File: src/rtl/suma_pkg.sv
// Purpose: shared types and constants for the bit-serial add sequencer.
// Latency: n/a (declarations only).
// Backpressure: n/a.
// Contents: FSM state encoding, default operand width, counter width helper.
package suma_pkg;

  typedef enum logic [1:0] {
    S_IDLE = 2'd0,
    S_RUN  = 2'd1,
    S_DONE = 2'd2
  } state_t;

  localparam int WIDTH_DEF = 4;

  // Counter must hold 0..WIDTH; it is compared against WIDTH-1 in RUN.
  function automatic int cnt_w(input int w);
    return $clog2(w + 1);
  endfunction

endpackage

File: src/rtl/sumador_completo.sv
// Purpose: one-bit full adder built from two half-adder cells and an OR.
// Latency: combinational, zero cycles.
// Backpressure: none; pure function of the inputs.
// Ports (sumador_medio):     i_x, i_y in; o_s sum, o_c carry.
// Ports (sumador_completo):  i_a, i_b, i_c in; o_s sum, o_c carry-out.

module sumador_medio (
  input  logic i_x,
  input  logic i_y,
  output logic o_s,
  output logic o_c
);
  assign o_s = i_x ^ i_y;
  assign o_c = i_x & i_y;
endmodule

module sumador_completo (
  input  logic i_a,
  input  logic i_b,
  input  logic i_c,
  output logic o_s,
  output logic o_c
);
  logic w_s1;
  logic w_c1;
  logic w_c2;

  sumador_medio u_ha0 (
    .i_x (i_a),
    .i_y (i_b),
    .o_s (w_s1),
    .o_c (w_c1)
  );

  sumador_medio u_ha1 (
    .i_x (w_s1),
    .i_y (i_c),
    .o_s (o_s),
    .o_c (w_c2)
  );

  // Both half-adder carries can never be 1 together, so OR is exact.
  assign o_c = w_c1 | w_c2;
endmodule

File: src/rtl/control_suma_serie.sv
// Purpose: bit-serial adder, one full-adder cell stepped WIDTH times LSB first.
// Latency: start accepted at edge k -> done pulses in the cycle after edge k+WIDTH+1.
// Backpressure: start is ignored while busy=1; accepted in IDLE and in DONE.
// Ports: clk, rst_n (async active-low); start, a, b, cin in;
//        busy, done (1-cycle pulse), suma, cout out; ovf out when SUMA_OVF_EN is defined.
// Optional feature macro: SUMA_OVF_EN adds the signed-overflow flag ovf.
module control_suma_serie
  import suma_pkg::*;
#(
  parameter int WIDTH = WIDTH_DEF
) (
  input  logic             clk,
  input  logic             rst_n,
  input  logic             start,
  input  logic [WIDTH-1:0] a,
  input  logic [WIDTH-1:0] b,
  input  logic             cin,
  output logic             busy,
  output logic             done,
  output logic [WIDTH-1:0] suma,
  output logic             cout
`ifdef SUMA_OVF_EN
  ,
  output logic             ovf
`endif
);

  localparam int CW = cnt_w(WIDTH);
  localparam logic [CW-1:0] CNT_LAST = CW'(WIDTH - 1);

  state_t           r_state;
  logic [WIDTH-1:0] r_a;
  logic [WIDTH-1:0] r_b;
  logic [WIDTH-1:0] r_suma;
  logic             r_carry;
  logic [CW-1:0]    r_cnt;
  logic             r_busy;
  logic             r_done;
  logic             r_cout;
`ifdef SUMA_OVF_EN
  logic             r_ovf;
`endif

  logic w_s;
  logic w_c;

  sumador_completo u_fa (
    .i_a (r_a[0]),
    .i_b (r_b[0]),
    .i_c (r_carry),
    .o_s (w_s),
    .o_c (w_c)
  );

  always_ff @(posedge clk or negedge rst_n) begin
    if (!rst_n) begin
      r_state <= S_IDLE;
      r_a     <= '0;
      r_b     <= '0;
      r_suma  <= '0;
      r_carry <= 1'b0;
      r_cnt   <= '0;
      r_busy  <= 1'b0;
      r_done  <= 1'b0;
      r_cout  <= 1'b0;
`ifdef SUMA_OVF_EN
      r_ovf   <= 1'b0;
`endif
    end else begin
      r_done <= 1'b0;
      case (r_state)
        S_IDLE: begin
          if (start) begin
            r_a     <= a;
            r_b     <= b;
            r_carry <= cin;
            r_cnt   <= '0;
            r_busy  <= 1'b1;
            r_state <= S_RUN;
          end
        end

        S_RUN: begin
          // Result bits enter at the MSB and walk down, so after WIDTH
          // steps the first (LSB) sum bit has reached suma[0].
          r_a     <= {1'b0, r_a[WIDTH-1:1]};
          r_b     <= {1'b0, r_b[WIDTH-1:1]};
          r_suma  <= {w_s, r_suma[WIDTH-1:1]};
          r_carry <= w_c;
          r_cnt   <= r_cnt + CW'(1);
          if (r_cnt == CNT_LAST) begin
            r_busy  <= 1'b0;
            r_state <= S_DONE;
`ifdef SUMA_OVF_EN
            // r_carry is the carry into the MSB, w_c the carry out of it.
            r_ovf   <= r_carry ^ w_c;
`endif
          end
        end

        S_DONE: begin
          // done/cout register here; suma stays put until the first RUN
          // step of the next operation, so it is valid alongside done.
          r_done <= 1'b1;
          r_cout <= r_carry;
          if (start) begin
            r_a     <= a;
            r_b     <= b;
            r_carry <= cin;
            r_cnt   <= '0;
            r_busy  <= 1'b1;
            r_state <= S_RUN;
          end else begin
            r_state <= S_IDLE;
          end
        end

        default: begin
          r_busy  <= 1'b0;
          r_state <= S_IDLE;
        end
      endcase
    end
  end

  assign busy = r_busy;
  assign done = r_done;
  assign suma = r_suma;
  assign cout = r_cout;
`ifdef SUMA_OVF_EN
  assign ovf  = r_ovf;
`endif

endmodule
File: config.mk
export PLATFORM = sky130hd
export DESIGN_NAME = control_suma_serie
export DESIGN_NICKNAME = d
export VERILOG_FILES = /design/src/rtl/suma_pkg.sv /design/src/rtl/sumador_completo.sv /design/src/rtl/control_suma_serie.sv
export SDC_FILE = /design/constraint.sdc
export NUM_CORES = 1
export LEC_CHECK = 0
export CORE_UTILIZATION = 50
export CTS_BUF_LIST = sky130_fd_sc_hd__clkbuf_8
export DETAILED_ROUTE_END_ITERATION = 7
export GPL_ROUTABILITY_DRIVEN = 1
export HOLD_SLACK_MARGIN = 0.03
export PLACE_DENSITY = 0.85
export SLEW_MARGIN = 5
export SYNTH_ARGS = -nofsm -noshare
export SYNTH_HDL_FRONTEND = slang
export SYNTH_SLANG_ARGS = --single-unit
File: constraint.sdc
create_clock -name clk -period 1.7 [get_ports clk]
set_input_delay 0.425 -clock clk [delete_from_list [all_inputs] [get_ports clk]]
set_output_delay 0.425 -clock clk [all_outputs]
set_load 0.01 [all_outputs]
# --- Word level (Yosys, flattened, before mapping) ---
# Cells that the tools add are included.
classes:
  addsub: 1
  eq_ne: 6
  n_mux: 16
  n_bitwise: 5
  reduce_logical: 6
op_table:
  columns: ["cell", "n"]
  rows:
  - ["$pmux 4 s2", 2]
  - ["$mux 4", 2]
  - ["$pmux 2 s3", 1]
  - ["$pmux 3 s2", 1]
  - ["$reduce_and 2->1", 3]
  - ["$mux 1", 5]
  - ["$mux 2", 2]
  - ["$ne 2x2->1 const B", 2]
  - ["$pmux 1 s2", 2]
  - ["$add 3x1->3 const B", 1]
  - ["$eq 3x2->1 const B", 1]
  - ["$mux 3", 1]
  - ["$and 1x1->1", 2]
  - ["$eq 2x1->1 const B", 1]
  - ["$eq 2x2->1 const B", 1]
  - ["$logic_not 2->1", 1]
  - ["$ne 2x1->1 const B", 1]
  - ["$reduce_bool 2->1", 1]
  - ["$reduce_or 2->1", 1]
  - ["$xor 1x1->1", 2]
  - ["$or 1x1->1", 1]
word_totals:
  ff_bits: 21
  inputBits: 12
  out_inout_bits: 7
  word_cells: 43

# --- Depth between registers and ports, before layout ---
logic_depth:
  word_depth: 4
  depth_mapped: 4
  depth_no_buf: 4

# --- Cells and area by module ---
# A second synthesis with hierarchy kept.
hier_totals:
  cells_unflattened: 83
  area_unflattened_um2: 1124.8
modules_own_cells:
  columns: ["mod", "instances", "cells_per_inst", "area_per_inst_um2", "seq_area_each_um2"]
  rows:
  - ["control_suma_serie", 1, 80, 1093.5, 525.5]
  - ["sumador_medio", 2, 1, 12.5, 0.0]
  - ["sumador_completo", 1, 1, 6.3, 0.0]

# --- Least setup slack after synthesis ---
# Ideal clock, no wire load.
synth_path:
  path_type: "reg2reg"
  start: "register r_cnt[0]"
  end: "register r_cnt[1]"
  setup_ns: 0.121
  t_arrival_ns: 1.138
  t_required_ns: 1.579
  path_slack_ns: 0.441
  path_stages_with_launch: 4
  n_path_buf: 0
  period_less_slack_ns: 1.259
  cell_sequence: "dfrtp_1 > ha_1 > mux2_4 > a22o_1"
synth_between:
  elab_chain_len: 2
synth_rtl:
  columns: ["element", "line", "source"]
  rows:
  - ["start: declaration", "control_suma_serie.sv:36", "logic [CW-1:0] r_cnt;"]
  - ["start signal: assignment", "control_suma_serie.sv:90", "r_cnt <= r_cnt + CW'(1);"]
  - ["$add 3x1->3", "control_suma_serie.sv:90", null]
  - ["$pmux 3 s2", "control_suma_serie.sv:71", "case (r_state)"]
# Every way passes these cells.
# A chain may end at the register's enable or synchronous reset.

# --- Worst setup path after layout ---
layout_path:
  start: "register r_busy (netlist: busy)"
  end: "output port busy"
layout_rtl:
  columns: ["element", "line", "source"]
  rows:
  - ["start: declaration", "control_suma_serie.sv:37", "logic r_busy;"]
  - ["start signal: assignment", "control_suma_serie.sv:63", "r_busy <= 1'b0;"]
  - ["start signal: assignment", "control_suma_serie.sv:78", "r_busy <= 1'b1;"]
  - ["start signal: assignment", "control_suma_serie.sv:92", "r_busy <= 1'b0;"]
  - ["end: declaration", "control_suma_serie.sv:18", "output logic busy,"]
# No word-level cell between the ends.

==> results.sh <==
export IMPL_ios=19
export IMPL_cp_data_required_time_ps=1270
export IMPL_dp_hpwl_um=1340
export IMPL_crit_chain="clkdlybuf4s50_1"
export IMPL_worst_slew_pin_slew_ps=529
export IMPL_start_util_pct=53.3
export IMPL_p_leak_nw=0.615
export IMPL_worst_r2r_endpoint="suma[3]$_DFFE_PN0N_"
export IMPL_r2r_setup_slack_ps=330
export IMPL_endpoint_kind="output pin"
export IMPL_final_common_cell="mux2i_1"
export IMPL_avgRoutedWirePerCell_um=14.0
export IMPL_num_vias=660
export IMPL_drt_initial_drc_count=5
export IMPL_antenna_found_initial=0
export IMPL_cp_buffers_inverters=1
export IMPL_area_growth_pct=25.7
export IMPL_clockRootBuffer="clkbuf_8"
export IMPL_min_path_type="input port to async pin"
export IMPL_first_pass_iters=3
export IMPL_power_mw=2.15
export IMPL_crit_start="busy$_DFFE_PN0P_"
export IMPL_outcome="finished clean"
export IMPL_syn_nets=93
export IMPL_post_cts_buffers=0
export IMPL_worstSetupEndpoint="busy"
export IMPL_antenna_left=0
export IMPL_yosysSeqAreaShare_pct=49.8
export IMPL_cp_arrival_ps=1200
export IMPL_synth_distinct_cells=19
export IMPL_cts_tree="done"
export IMPL_postCtsHoldBufs=0
export IMPL_cts_sinks=21
export IMPL_combPwrFrac_pct=42.1
export IMPL_start_kind="register"
export IMPL_max_clock_path_buffers=2
export IMPL_min_period_ps=1630
export IMPL_p_switching_mw=0.706
export IMPL_clock_latency_ps=260
export IMPL_reg2regPathDepth=2
export IMPL_reg2reg_from="r_state[1]$_DFFE_PN0P_"
export IMPL_grt_util_all_layers_pct=18.7
export IMPL_p_per_area_nw_per_um2=1620
export IMPL_synth_avg_cell_area_um2=13.5
export IMPL_dieHeight_um=48.0
export IMPL_grt_start_max_net_pins=12
export IMPL_path_class="register to output pin"
export IMPL_ys_warn_count=0
export IMPL_die_width_um=48.0
export IMPL_rsz0062_at_grt="false"
export IMPL_slew_violations=0
export IMPL_finalClockSkew_ps=6.38
export IMPL_tns_ps=0
export IMPL_holdWs_ps=441
export IMPL_grt_pass1_wl_um=2760
export IMPL_drive_above_1_share_pct=17.8
export IMPL_period_share_pct=95.7
export IMPL_htree_levels=1
export IMPL_cp_max_fo=3
export IMPL_cp_slowest_stage_delay_ps=550
export IMPL_path_depth=1
export IMPL_synth_cells=78
export IMPL_pwr_share_seq_pct=42.8
export IMPL_final_nets=117
export IMPL_setup_violations=0
export IMPL_drcViolationCount=0
export IMPL_synth_seq_cells=21
export IMPL_synth_area_um2=1060
export IMPL_p_clk_share_pct=15.0
export IMPL_port_buffers=18
export IMPL_ir_drop_uv=815
export IMPL_diodes=0
export IMPL_vias_per_cell=5.16
export IMPL_cp_top_family="buffers and inverters"
export IMPL_slowest_stage="clkdlybuf4s50_1"
export IMPL_cts_made_buffers=3
export IMPL_ctsResizeCount=0
export IMPL_slew_limit_headroom_pct=64.8
export IMPL_hold_viol=0
export IMPL_coreArea_um2=1980
export IMPL_path_clk_slew_ps=80
export IMPL_routed_wl_um=1800
export IMPL_row_count=16
export IMPL_mostFrequentLayoutCells="mux2i_1 (23), dfrtp_1 (21), clkdlybuf4s50_1 (18)"
export IMPL_dieArea_um2=2300
export IMPL_grt_overflow=0
export IMPL_first_global_vias=616
export IMPL_max_freq_mhz=615
export IMPL_p_int_mw=1.45
export IMPL_p_sw_share_pct=32.8
export IMPL_maxCapViolCount=0
export IMPL_gp_congestion=0.724
-- how the worst min path moves through the flow --
| stage | from | slack, ps | cells after the start | endpoint |
|---|---|---|---|---|
| 2_1_floorplan | rst_n | 130 | 0 | busy$_DFFE_PN0P_ |
| 3_3_place_gp | r_cnt[2]$_DFFE_PN0P_ | 490 | 1 | r_cnt[2]$_DFFE_PN0P_ |
| 3_5_place_dp | suma[0]$_DFFE_PN0N_ | 490 | 1 | suma[0]$_DFFE_PN0N_ |
| 4_1_cts | rst_n | 440 | 1 | suma[0]$_DFFE_PN0N_ |
| 5_1_grt | rst_n | 460 | 1 | suma[0]$_DFFE_PN0N_ |
| 6_report | rst_n | 440 | 1 | suma[0]$_DFFE_PN0N_ |
-- power by group through the flow --
stage	Sequential (mW)	Combinational (mW)	Clock, mW
floorplan	0.867	0.684	0
global placement	0.917	0.866	0
detailed placement	0.933	0.920	0
CTS	0.924	0.921	0.333
global route	0.956	0.989	0.353
finish	0.922	0.907	0.323
-- logic make-up (layout without fill, tap and decap cells) --
family	after synthesis	after routing	share of synthesized area, %
mux	30	30	29.6
flops	21	21	49.8
simple gates	10	10	6.16
buf+inv	7	30	4.98
compound gates	6	6	4.38
fa+ha+maj	3	3	4.27
xor+xnor	1	1	0.830
-- registers in the layout (all words and copies together) (netlist names) --
name and cells:
r_state 2, cout 1, r_cnt 3, r_carry 1
r_a 4, r_b 4, busy 1, done 1
suma 4
-- metal layers --
metal  vias to the layer above  routed length (um)  GRT usage (%)
li1                        319                   -              -
met1                       321                 878           24.5
met2                        15                 814           25.9
met3                         5                  55           6.04
met4                         0                  46           12.8
met5                         -                   0              0
-- layout make-up --
cell class,count,area (um^2)
clock buffer,3,41.3
multi-input combinational,50,478
timing repair buffer,24,238
inverter,2,7.51
clock inverter,1,3.75
sequential,21,526
tap,27,33.8
fill,140,654
-- metrics by stage --
step	area, um^2	setup slack [ps]	cells	util [%]
2_1_floorplan	1060	441	78	-
3_3_place_gp	1280	155	124	64.7
3_5_place_dp	1280	100	124	64.7
4_1_cts	1330	58.3	128	67.0
5_1_grt	1330	21.2	128	67.0
6_report	1330	73.1	128	67.0
-- synthesized netlist by cell type (all sizes together) --
cell	number	area [um^2]
mux2i	23	230
dfrtp	21	526
mux2	7	82.6
buf	5	45.0
nor2	4	15.0
nand2b	3	26.3
a22o	2	17.5
ha	2	25.0
inv	2	7.51
nand3	2	10.0
o21ai	2	10.0
a32o	1	10.0
fa	1	20.0
nor2b	1	13.8
o2bb2ai	1	8.76
xnor2	1	8.76
No activity file was read; power rests on OpenSTA's default activity.
